### src/rtl/i2c_link_tx_scheduler.sv
// Outbound pong-link frame scheduler: arbitrates BALL/LOSE requests and writes ball state to the peer as I2C register writes.
// Optional feature macro LINK_CHECKSUM_EN appends an XOR checksum byte (reg6) to every frame.
module i2c_link_tx_scheduler #(
  parameter logic [6:0] SLAVE_ADDR  = 7'h50,
  parameter int         MAX_RETRY   = 3,
  parameter int         TIMEOUT_CYC = 250000,
  parameter int         BACKOFF_CYC = 2500
) (
  input  logic       clk_25MHZ,
  input  logic       reset_n,
  input  logic       ball_req,
  input  logic       lose_req,
  input  logic [9:0] ball_y,
  input  logic [7:0] ball_vy,
  input  logic [1:0] gravity_cnt,
  input  logic       fast_ball,
  output logic       m_start,
  output logic [6:0] m_dev_addr,
  output logic [7:0] m_reg_addr,
  output logic [7:0] m_data,
  input  logic       m_ready,
  input  logic       m_done,
  input  logic       m_ack_err,
  output logic       busy,
  output logic       frame_done,
  output logic       frame_fail
);

  typedef enum logic [2:0] {IDLE, LATCH, ISSUE, WAIT_ACK, BACKOFF, DONE, FAIL} state_t;

  localparam int          BO_W      = (BACKOFF_CYC > 1) ? $clog2(BACKOFF_CYC) : 1;
  localparam logic [BO_W-1:0] BO_LAST = BO_W'(BACKOFF_CYC - 1);
  localparam logic [17:0] TMO_LAST  = 18'(TIMEOUT_CYC - 1);
  localparam logic [17:0] TMO_SAT   = 18'h3FFFF;
  localparam logic [1:0]  RETRY_MAX = 2'(MAX_RETRY);
`ifdef LINK_CHECKSUM_EN
  localparam logic [2:0]  LAST_IDX  = 3'd6;
`else
  localparam logic [2:0]  LAST_IDX  = 3'd5;
`endif

  state_t            state_r;
  logic              ball_req_d_r, lose_req_d_r;
  logic              pend_ball_r, pend_lose_r;
  logic [9:0]        y_r;
  logic [7:0]        vy_r;
  logic [1:0]        grav_r;
  logic              fast_r, win_r;
  logic [2:0]        byte_idx_r;
  logic [1:0]        retry_r;
  logic [17:0]       tmo_r;
  logic [BO_W-1:0]   bo_cnt_r;
  logic              ball_rise_s, lose_rise_s;
  logic [2:0]        next_idx_s;

  // Register map of one frame; reg5 (win flag) is the byte the peer treats as end-of-frame.
  function automatic logic [7:0] frame_byte(input logic [2:0] idx, input logic [9:0] y,
                                            input logic [7:0] vy, input logic [1:0] g,
                                            input logic f, input logic w);
    logic [7:0] b;
    case (idx)
      3'd0:    b = {y[9:8], 6'b000000};
      3'd1:    b = y[7:0];
      3'd2:    b = vy;
      3'd3:    b = {6'b000000, g};
      3'd4:    b = {7'b0000000, f};
      3'd5:    b = {7'b0000000, w};
`ifdef LINK_CHECKSUM_EN
      3'd6:    b = {y[9:8], 6'b000000} ^ y[7:0] ^ vy ^ {6'b000000, g}
                   ^ {7'b0000000, f} ^ {7'b0000000, w};
`endif
      default: b = 8'h00;
    endcase
    return b;
  endfunction

  assign ball_rise_s = ball_req & ~ball_req_d_r;
  assign lose_rise_s = lose_req & ~lose_req_d_r;
  assign next_idx_s  = byte_idx_r + 3'd1;
  assign m_dev_addr  = SLAVE_ADDR;

  // Request capture plus the frame sequencing FSM with registered master-side outputs.
  always_ff @(posedge clk_25MHZ) begin
    if (!reset_n) begin
      state_r      <= IDLE;
      ball_req_d_r <= 1'b0;
      lose_req_d_r <= 1'b0;
      pend_ball_r  <= 1'b0;
      pend_lose_r  <= 1'b0;
      y_r          <= 10'd0;
      vy_r         <= 8'd0;
      grav_r       <= 2'd0;
      fast_r       <= 1'b0;
      win_r        <= 1'b0;
      byte_idx_r   <= 3'd0;
      retry_r      <= 2'd0;
      tmo_r        <= 18'd0;
      bo_cnt_r     <= '0;
      m_start      <= 1'b0;
      m_reg_addr   <= 8'd0;
      m_data       <= 8'd0;
      busy         <= 1'b0;
      frame_done   <= 1'b0;
      frame_fail   <= 1'b0;
    end else begin
      ball_req_d_r <= ball_req;
      lose_req_d_r <= lose_req;
      frame_done   <= 1'b0;
      frame_fail   <= 1'b0;
      // New edges set flags first so that acceptance below merges a duplicate edge.
      if (ball_rise_s) pend_ball_r <= 1'b1;
      if (lose_rise_s) pend_lose_r <= 1'b1;

      case (state_r)
        IDLE: begin
          m_start <= 1'b0;
          if (pend_lose_r) begin
            pend_lose_r <= 1'b0;
            win_r       <= 1'b1;
            busy        <= 1'b1;
            state_r     <= LATCH;
          end else if (pend_ball_r) begin
            pend_ball_r <= 1'b0;
            win_r       <= 1'b0;
            busy        <= 1'b1;
            state_r     <= LATCH;
          end else begin
            busy <= 1'b0;
          end
        end
        LATCH: begin
          y_r        <= ball_y;
          vy_r       <= ball_vy;
          grav_r     <= gravity_cnt;
          fast_r     <= fast_ball;
          byte_idx_r <= 3'd0;
          retry_r    <= 2'd0;
          m_start    <= 1'b1;
          m_reg_addr <= 8'd0;
          m_data     <= frame_byte(3'd0, ball_y, ball_vy, gravity_cnt, fast_ball, win_r);
          state_r    <= ISSUE;
        end
        ISSUE: begin
          if (m_ready) begin
            m_start <= 1'b0;
            tmo_r   <= 18'd0;
            state_r <= WAIT_ACK;
          end else begin
            m_start <= 1'b1;
          end
        end
        WAIT_ACK: begin
          // An error flagged together with m_done still counts as a failed byte.
          if (m_ack_err || (tmo_r == TMO_LAST)) begin
            if (retry_r < RETRY_MAX) begin
              retry_r  <= retry_r + 2'd1;
              bo_cnt_r <= '0;
              state_r  <= BACKOFF;
            end else begin
              frame_fail <= 1'b1;
              state_r    <= FAIL;
            end
          end else if (m_done) begin
            if (byte_idx_r == LAST_IDX) begin
              frame_done <= 1'b1;
              state_r    <= DONE;
            end else begin
              byte_idx_r <= next_idx_s;
              m_start    <= 1'b1;
              m_reg_addr <= {5'd0, next_idx_s};
              m_data     <= frame_byte(next_idx_s, y_r, vy_r, grav_r, fast_r, win_r);
              state_r    <= ISSUE;
            end
          end else if (tmo_r != TMO_SAT) begin
            tmo_r <= tmo_r + 18'd1;
          end else begin
            tmo_r <= tmo_r;
          end
        end
        BACKOFF: begin
          // The retry resends the whole frame from the original snapshot.
          if (bo_cnt_r == BO_LAST) begin
            byte_idx_r <= 3'd0;
            m_start    <= 1'b1;
            m_reg_addr <= 8'd0;
            m_data     <= frame_byte(3'd0, y_r, vy_r, grav_r, fast_r, win_r);
            state_r    <= ISSUE;
          end else begin
            bo_cnt_r <= bo_cnt_r + 1'b1;
          end
        end
        DONE: begin
          busy    <= 1'b0;
          state_r <= IDLE;
        end
        FAIL: begin
          busy    <= 1'b0;
          state_r <= IDLE;
        end
        default: begin
          m_start <= 1'b0;
          busy    <= 1'b0;
          state_r <= IDLE;
        end
      endcase
    end
  end

endmodule

### config.mk
export PLATFORM = sky130hd
export DESIGN_NAME = i2c_link_tx_scheduler
export DESIGN_NICKNAME = d
export VERILOG_FILES = /design/src/rtl/i2c_link_tx_scheduler.sv
export SDC_FILE = /design/constraint.sdc
export NUM_CORES = 1
export LEC_CHECK = 0
export ABC_CLOCK_PERIOD_IN_PS = 2200
export CAP_MARGIN = 20
export CORE_UTILIZATION = 49
export DETAILED_ROUTE_END_ITERATION = 10
export GPL_TIMING_DRIVEN = 0
export PLACE_DENSITY = 0.76
export SLEW_MARGIN = 20
export SYNTH_ARGS = -nofsm -noshare
export SYNTH_HDL_FRONTEND = slang
export SYNTH_SLANG_ARGS = --single-unit
### constraint.sdc
create_clock -name clk_25MHZ -period 2.2 [get_ports clk_25MHZ]
set_input_delay 0.66 -clock clk_25MHZ [delete_from_list [all_inputs] [get_ports clk_25MHZ]]
set_output_delay 0.66 -clock clk_25MHZ [all_outputs]
set_load 0.02 [all_outputs]
==> insert_results.sql, run 1 <==
INSERT INTO impl_metrics (metric_group, metric, value, unit) VALUES
('clocking', 'cts-root-buf', 'sky130_fd_sc_hd__clkbuf_8', ''),
('power_and_ir_drop', 'worst_ir_drop_vdd', '449', 'uV'),
('power_and_ir_drop', 'power_frac_comb', '0.152', ''),
('power_and_ir_drop', 'cellLeakagePower', '0.00171', 'uW'),
('synth', 'asyncSetResetFlopFracSynth', '0', ''),
('global_routing', 'grt_use_met1', '0.301', ''),
('power_and_ir_drop', 'total_switching_power', '892', 'uW'),
('routing', 'vias', '3617', ''),
('sta', 'report.final.slew_viol_count', '0', ''),
('place', 'place_area', '4320', 'um2'),
('place', 'pre_cts_slack', '-0.806', 'ns'),
('run_status', 'status', 'finished clean', ''),
('global_routing', 'grt_first_pass_wirelength', '14.7', 'mm'),
('sta', 'fin_hold_ws', '0.459', 'ns'),
('clocking', 'hold_bufs_inserted_after_cts', '0', ''),
('setup_path', 'regToRegSetupSlack', '0.08', 'ns'),
('global_routing', 'grt_most_used_layer', 'met2', ''),
('power_and_ir_drop', 'p_seq_frac', '0.484', ''),
('die', 'fp.dieH', '89.3', 'um'),
('synth', 'synth_cell_type_count', '58', ''),
('die', 'number_of_ports_placed_on_the_die_boundary', '55', ''),
('power_and_ir_drop', 'total_power', '3050', 'uW'),
('cells_and_area', 'post-route-util', '0.647', ''),
('sta', 'finalClockSkew', '0.00821', 'ns'),
('clocking', 'cts_sinks', '76', ''),
('clocking', 'cts_max_level', '3', ''),
('synth', 'yosys_warnings', '0', ''),
('die', 'start_util', '0.512', ''),
('setup_path', 'crit_path_start_kind', 'flop', ''),
('flow_run', 'drv_cap', '0', ''),
('sta', 'final_critical_path_setup_slack', '0.0648', 'ns'),
('routing', 'first_pass_iters', '5', ''),
('synth', 'synth_enable_flop_cells', '0', ''),
('routing', 'antenna_left', '0', ''),
('die', 'fp.coreArea', '7290', 'um2'),
('synth', 'synth_seq_area_share', '0.407', ''),
('cells_and_area', 'finish.instance_area', '4720', 'um2'),
('global_routing', 'globalRouteTotalUtil', '0.243', ''),
('die', 'number_of_standard_cell_rows_in_the_floorplan', '31', ''),
('setup_path', 'crit_required', '1.54', 'ns'),
('power_and_ir_drop', 'total_internal_power', '2160', 'uW'),
('clocking', 'tritoncts_buffer_count', '9', ''),
('cells_and_area', 'post_route_cells_drive_above_1_share', '0.134', ''),
('setup_path', 'critical_path_arrival', '1.48', 'ns'),
('synth', 'ys.flop_type', 'sky130_fd_sc_hd__dfxtp_1', ''),
('clocking', 'path_clk_slew', '0.08', 'ns'),
('cells_and_area', 'insertedDiodeCount', '0', ''),
('cells_and_area', 'total_area_of_multi_input_combinational_cells', '2130', 'um2'),
('global_routing', 'grt_antenna_before_repair', '0', ''),
('sta', 'setup_viol_count_final', '0', ''),
('synth', 'cell_types_with_the_largest_area_share_after_synthesis', 'sky130_fd_sc_hd__dfxtp_1 41%, sky130_fd_sc_hd__nand2_1 7.6%, sky130_fd_sc_hd__a21oi_1 6.2%', ''),
('min_path', 'kind_of_path_behind_the_tightest_hold_check', 'flop to flop', ''),
('cells_and_area', 'most_common_cell_after_layout_fill_and_taps_aside', 'sky130_fd_sc_hd__nand2_1', ''),
('power_and_ir_drop', 'power_share_of_the_clock_group', '0.364', ''),
('routing', 'drc', '0', ''),
('setup_path', 'crit_path_top_delay_cell', 'sky130_fd_sc_hd__clkdlybuf4s50_1', ''),
('synth', 'syn_area', '3730', 'um2'),
('cells_and_area', 'layout.nets', '568', ''),
('routing', 'wl_per_instance', '14.8', 'um'),
('setup_path', 'crit_buf_inv', '1', ''),
('die', 'floorplan.die_area', '7980', 'um2'),
('routing', 'initial_drt_markers', '368', ''),
('global_routing', 'grt_max_degree', '16', ''),
('routing', 'total_routed_length', '9.42', 'mm'),
('global_routing', 'grt_overflow', '0', ''),
('setup_path', 'critPathMaxFanout', '7', ''),
('sta', 'max-slew-margin-rel', '0.591', ''),
('sta', 'fin_crit_sh', '0.971', ''),
('sta', 'achievable-frequency', '468', 'MHz'),
('cells_and_area', 'layout_common_cells', '75 x sky130_fd_sc_hd__nand2_1, 74 x sky130_fd_sc_hd__dfxtp_1, 45 x sky130_fd_sc_hd__a21oi_1, 40 x sky130_fd_sc_hd__clkdlybuf4s50_1, 35 x sky130_fd_sc_hd__nor2_1', ''),
('sta', 'tightestPinTransition', '0.613', 'ns');
[routing by layer]
layer / up-vias / wire length (um)
met5: - / 0
met4: 0 / 184
met3: 19 / 530
met2: 162 / 4650
met1: 1674 / 4060
li1: 1762 / -
[path summary, 6_finish.rpt]
path,depth (start not counted),from,to
worst min-delay path,2,grav_r[0]$_SDFFE_PN0P_,grav_r[0]$_SDFFE_PN0P_
worst max-delay path,1,m_reg_addr[0]$_SDFFE_PN0P_,m_reg_addr[0]
worst min register to register,2,grav_r[0]$_SDFFE_PN0P_,grav_r[0]$_SDFFE_PN0P_
worst max register to register,8,bo_cnt_r[0]$_SDFFE_PN0P_,bo_cnt_r[10]$_SDFFE_PN0P_
[cell type report]
class	instances	share of cell area
buffer	31	0.0371
clock buffer	9	0.0262
clock inverter	7	0.0175
inverter	12	0.00954
multi-input combinational	347	0.452
sequential	76	0.323
tap	99	0.0262
timing repair buffer	54	0.108
[cell families after synthesis]
group,Yosys count,synth area share
adder cells (fa/ha/maj),9,0.0302
buffers and inverters,46,0.0606
AO/OA/AOI/OAI,118,0.201
flip-flops,76,0.407
XOR/XNOR,16,0.0375
multiplexers,5,0.0134
other,2,0.00201
AND/OR/NAND/NOR,187,0.248
[state kept, by name (all words and copies together), names as in the netlist, 2 cells and up]
| name | count |
|---|---|
| bo_cnt_r | 12 |
| vy_r | 8 |
| retry_r | 2 |
| grav_r | 2 |
| state_r | 3 |
| m_data | 8 |
| tmo_r | 18 |
| y_r | 10 |
| m_reg_addr | 3 |
[timing repair]
item | 4_1_cts | 5_1_grt
pin swaps | 1 | 10
gates resized for setup | 10 | 24
setup endpoints to repair | 30 | 36
setup buffers | 1 | 11
endpoints found under the hold margin | 0 | 0
[power by group through the flow]
stage | sequential [uW] | clock (uW) | combinational [uW]
after global placement | 1500 | 0 | 428
after global routing | 1480 | 1190 | 514
after CTS | 1470 | 1130 | 442
after floorplan | 1510 | 0 | 275
final | 1480 | 1110 | 464
after detailed placement | 1510 | 0 | 435
[per-stage QoR]
step / TNS, ns / instances
final: 0 / 635
after global routing: -0.129 / 635
after CTS: 0 / 627
after detailed placement: -18.08 / 610
after global placement: -17.32 / 610
after floorplan: 0 / 469
[cell usage after synthesis, drive strengths merged, types with 2 or more instances]
library cell  number
o2111ai            4
nand4              7
ha                 9
nor2              39
nor4b              2
dfxtp             76
clkbuf            19
a311oi             5
nand2b             3
a21oi             47
a31o               2
a211oi             3
or4                6
o21a               4
nand3             20
nand3b             2
xor2              12
a22o               6
nor2b              2
o211ai             9
a22oi              4
conb               2
and2               3
and3               8
xnor2              4
a31oi              5
nor3               6
o31ai              4
inv               12
nand2             76
o21ai             18
mux2i              5
buf               15
nor4               4
or3                4
No activity file was read; power rests on OpenSTA's default activity.
==> run 2: changes to the inputs <==
REMOVE_ABC_BUFFERS = 1   (was unset)
==> run 2 against run 1 <==
Compared with the run above:
- first-iteration DRC count shrank 38%
- critical endpoint unchanged
- core utilization down 2.3 points
- design area fell by 3.5%
- non-clock buffer count down 33
- sequential power hardly changed
- die area is the same
- highest routed layer unchanged
- cell count decreased by 5.0%
==> insert_results.sql, run 2 (same netlist as run 1, synthesis figures left out) <==
INSERT INTO impl_metrics (metric_group, metric, value, unit) VALUES
('min_path', 'whs_path_depth', '2', ''),
('run_status', 'status', 'finished clean', ''),
('die', 'floorplan.die_area', '7980', 'um2'),
('cells_and_area', 'layout.nets', '536', ''),
('global_routing', 'grt_max_degree', '41', ''),
('sta', 'fin_crit_sh', '0.979', ''),
('cells_and_area', 'max_flop_register', 'tmo_r', ''),
('setup_path', 'family_of_cells_with_the_greatest_summed_delay_on_the_critical_path', 'buffers and inverters', ''),
('global_routing', 'grt_overflow', '0', ''),
('cells_and_area', 'area_added_between_synthesis_and_finish', '21.9', '%'),
('place', 'finalWeightedCongestion', '0.875', ''),
('setup_path', 'crit_required', '1.54', 'ns'),
('routing', 'vias', '3358', ''),
('power_and_ir_drop', 'worst_ir_drop_vdd', '417', 'uV'),
('clocking', 'cts.path.max_buffers', '2', ''),
('setup_path', 'crit_path_start_kind', 'flop', ''),
('cells_and_area', 'largest_reg_flops', '18', ''),
('routing', 'antenna_left', '0', ''),
('clocking', 'path_clk_slew', '0.08', 'ns'),
('routing', 'total_routed_length', '8.44', 'mm'),
('routing', 'drc', '0', ''),
('clocking', 'cts_max_level', '3', ''),
('setup_path', 'path_class', 'flop to output port', ''),
('setup_path', 'critical_path_arrival', '1.49', 'ns'),
('flow_run', 'drv_cap', '0', ''),
('setup_path', 'worstSetupEndpointType', 'output port', ''),
('cells_and_area', 'post_route_cells_drive_above_1_share', '0.105', ''),
('sta', 'setup_viol_count_final', '0', ''),
('die', 'number_of_ports_placed_on_the_die_boundary', '55', ''),
('clocking', 'hold_bufs_inserted_after_cts', '0', ''),
('min_path', 'kind_of_path_behind_the_tightest_hold_check', 'flop to flop', ''),
('routing', 'initial_drt_markers', '227', ''),
('die', 'fp.dieH', '89.3', 'um'),
('cells_and_area', 'insertedDiodeCount', '0', ''),
('clocking', 'tritoncts_clock_tree', 'done', ''),
('cells_and_area', 'most_common_cell_after_layout_fill_and_taps_aside', 'sky130_fd_sc_hd__nand2_1', ''),
('die', 'fp.coreArea', '7290', 'um2'),
('setup_path', 'worstPathCellList', 'clkdlybuf4s50_1', ''),
('sta', 'achievable-frequency', '464', 'MHz'),
('sta', 'report.final.slew_viol_count', '0', ''),
('setup_path', 'crit_path_max_incr_delay', '0.66', 'ns'),
('routing', 'first_pass_iters', '5', ''),
('sta', 'period_needed', '2.15', 'ns'),
('place', 'io_buffer_count', '42', ''),
('cells_and_area', 'largest_registers', 'tmo_r (18), bo_cnt_r (12), y_r (10)', ''),
('cells_and_area', 'post-route-util', '0.625', ''),
('sta', 'tightestPinTransition', '0.824', 'ns'),
('clocking', 'cts_sinks', '76', ''),
('clocking', 'tritoncts_buffer_count', '9', ''),
('global_routing', 'globalRouteTotalUtil', '0.228', ''),
('sta', 'finalClockSkew', '0.0109', 'ns'),
('setup_path', 'crit_path_top_delay_cell', 'sky130_fd_sc_hd__clkdlybuf4s50_1', ''),
('power_and_ir_drop', 'cellLeakagePower', '0.00163', 'uW'),
('setup_path', 'cp.depth', '1', ''),
('power_and_ir_drop', 'p_per_area', '680', 'nW/um2'),
('routing', 'route.detailed.vias_per_inst', '5.57', ''),
('clocking', 'clkLatencyLatePin', '0.35', 'ns'),
('global_routing', 'grt_antenna_before_repair', '0', ''),
('die', 'die-width', '89.3', 'um'),
('die', 'number_of_standard_cell_rows_in_the_floorplan', '31', ''),
('sta', 'hold_viol', '0', ''),
('cells_and_area', 'layout_common_cells', '75 x sky130_fd_sc_hd__nand2_1, 73 x sky130_fd_sc_hd__dfxtp_1, 46 x sky130_fd_sc_hd__a21oi_1, 39 x sky130_fd_sc_hd__clkdlybuf4s50_1, 36 x sky130_fd_sc_hd__nor2_1', ''),
('setup_path', 'critPathMaxFanout', '7', ''),
('global_routing', 'grt_first_pass_wirelength', '14.0', 'mm'),
('place', 'dp_hpwl', '5.57', 'mm'),
('clocking', 'cts-root-buf', 'sky130_fd_sc_hd__clkbuf_8', ''),
('setup_path', 'worstRegToRegCells', '5', ''),
('sta', 'max-slew-margin-rel', '0.451', ''),
('global_routing', 'grt_pass1_vias', '2989', ''),
('routing', 'wl_per_instance', '14.0', 'um'),
('setup_path', 'crit_buf_inv', '1', ''),
('sta', 'setup_total_negative_slack', '0', 'ns'),
('die', 'start_util', '0.512', '');
-- run 2: cell count changes in the layout (fill, tap and decap cells not counted), sizes merged --
cell	previous run	this run
buf	26	10
bufinv	1	2
clkbuf	26	12
clkdlybuf4s50	40	39
clkinv	1	0
inv	15	13
nand3b	2	3
-- run 2: worst paths after layout --
kind | end | startpoint | slack [ns]
setup / recovery | m_reg_addr[0] | m_reg_addr[0]$_SDFFE_PN0P_ | 0.05
hold / removal | y_r[7]$_SDFFE_PN0P_ | y_r[7]$_SDFFE_PN0P_ | 0.46
setup reg to reg | m_data[6]$_SDFFE_PN0P_ | m_reg_addr[0]$_SDFFE_PN0P_ | 0.09
hold reg to reg | y_r[7]$_SDFFE_PN0P_ | y_r[7]$_SDFFE_PN0P_ | 0.46
-- run 2: layout make-up --
type / instances / area [um2]
Clock buffer: 11 / 141
Clock inverter: 5 / 83.8
Fill cell: 654 / 2740
Inverter: 12 / 45.0
Multi-Input combinational cell: 348 / 2140
Sequential cell: 76 / 1530
Tap cell: 99 / 124
Timing Repair Buffer: 52 / 492
-- run 2: what timing repair did --
| item | in CTS | in global routing |
|---|---|---|
| pin swaps | 4 | 4 |
| endpoints found under the setup margin | 43 | 19 |
| cloned | 1 | 0 |
| setup buffers | 6 | 3 |
| resized for setup | 16 | 14 |
-- run 2: metal layers --
layer / GRT usage / share of wire / up-vias
met3: 0.0434 / 0.046 / 12
met1: 0.297 / 0.46 / 1557
met4: 0.102 / 0.017 / 0
li1: - / - / 1692
met5: 0 / 0 / -
met2: 0.368 / 0.48 / 97
-- run 2: where the power goes --
group	leakage [uW]	total [uW]	internal [uW]	switching (uW)
logic	0.000907	403	161	242
clock network	0.000106	1200	674	527
registers	0.000618	1490	1430	57.2
total	0.00163	3100	2270	826
-- run 2: per-stage QoR --
step | std cells | hold slack (ns) | total power [uW] | setup slack, ns | cell area (um2)
finish | 603 | 0.458 | 3100 | 0.0452 | 4550
global route | 603 | 0.472 | 3240 | -0.0187 | 4550
CTS | 600 | 0.457 | 3110 | 0.0299 | 4480
detailed placement | 577 | 0.447 | 1900 | -0.797 | 4150
global placement | 576 | 0.443 | 1890 | -1.29 | 4140
floorplan | 435 | 0.436 | 1750 | -0.213 | 3590
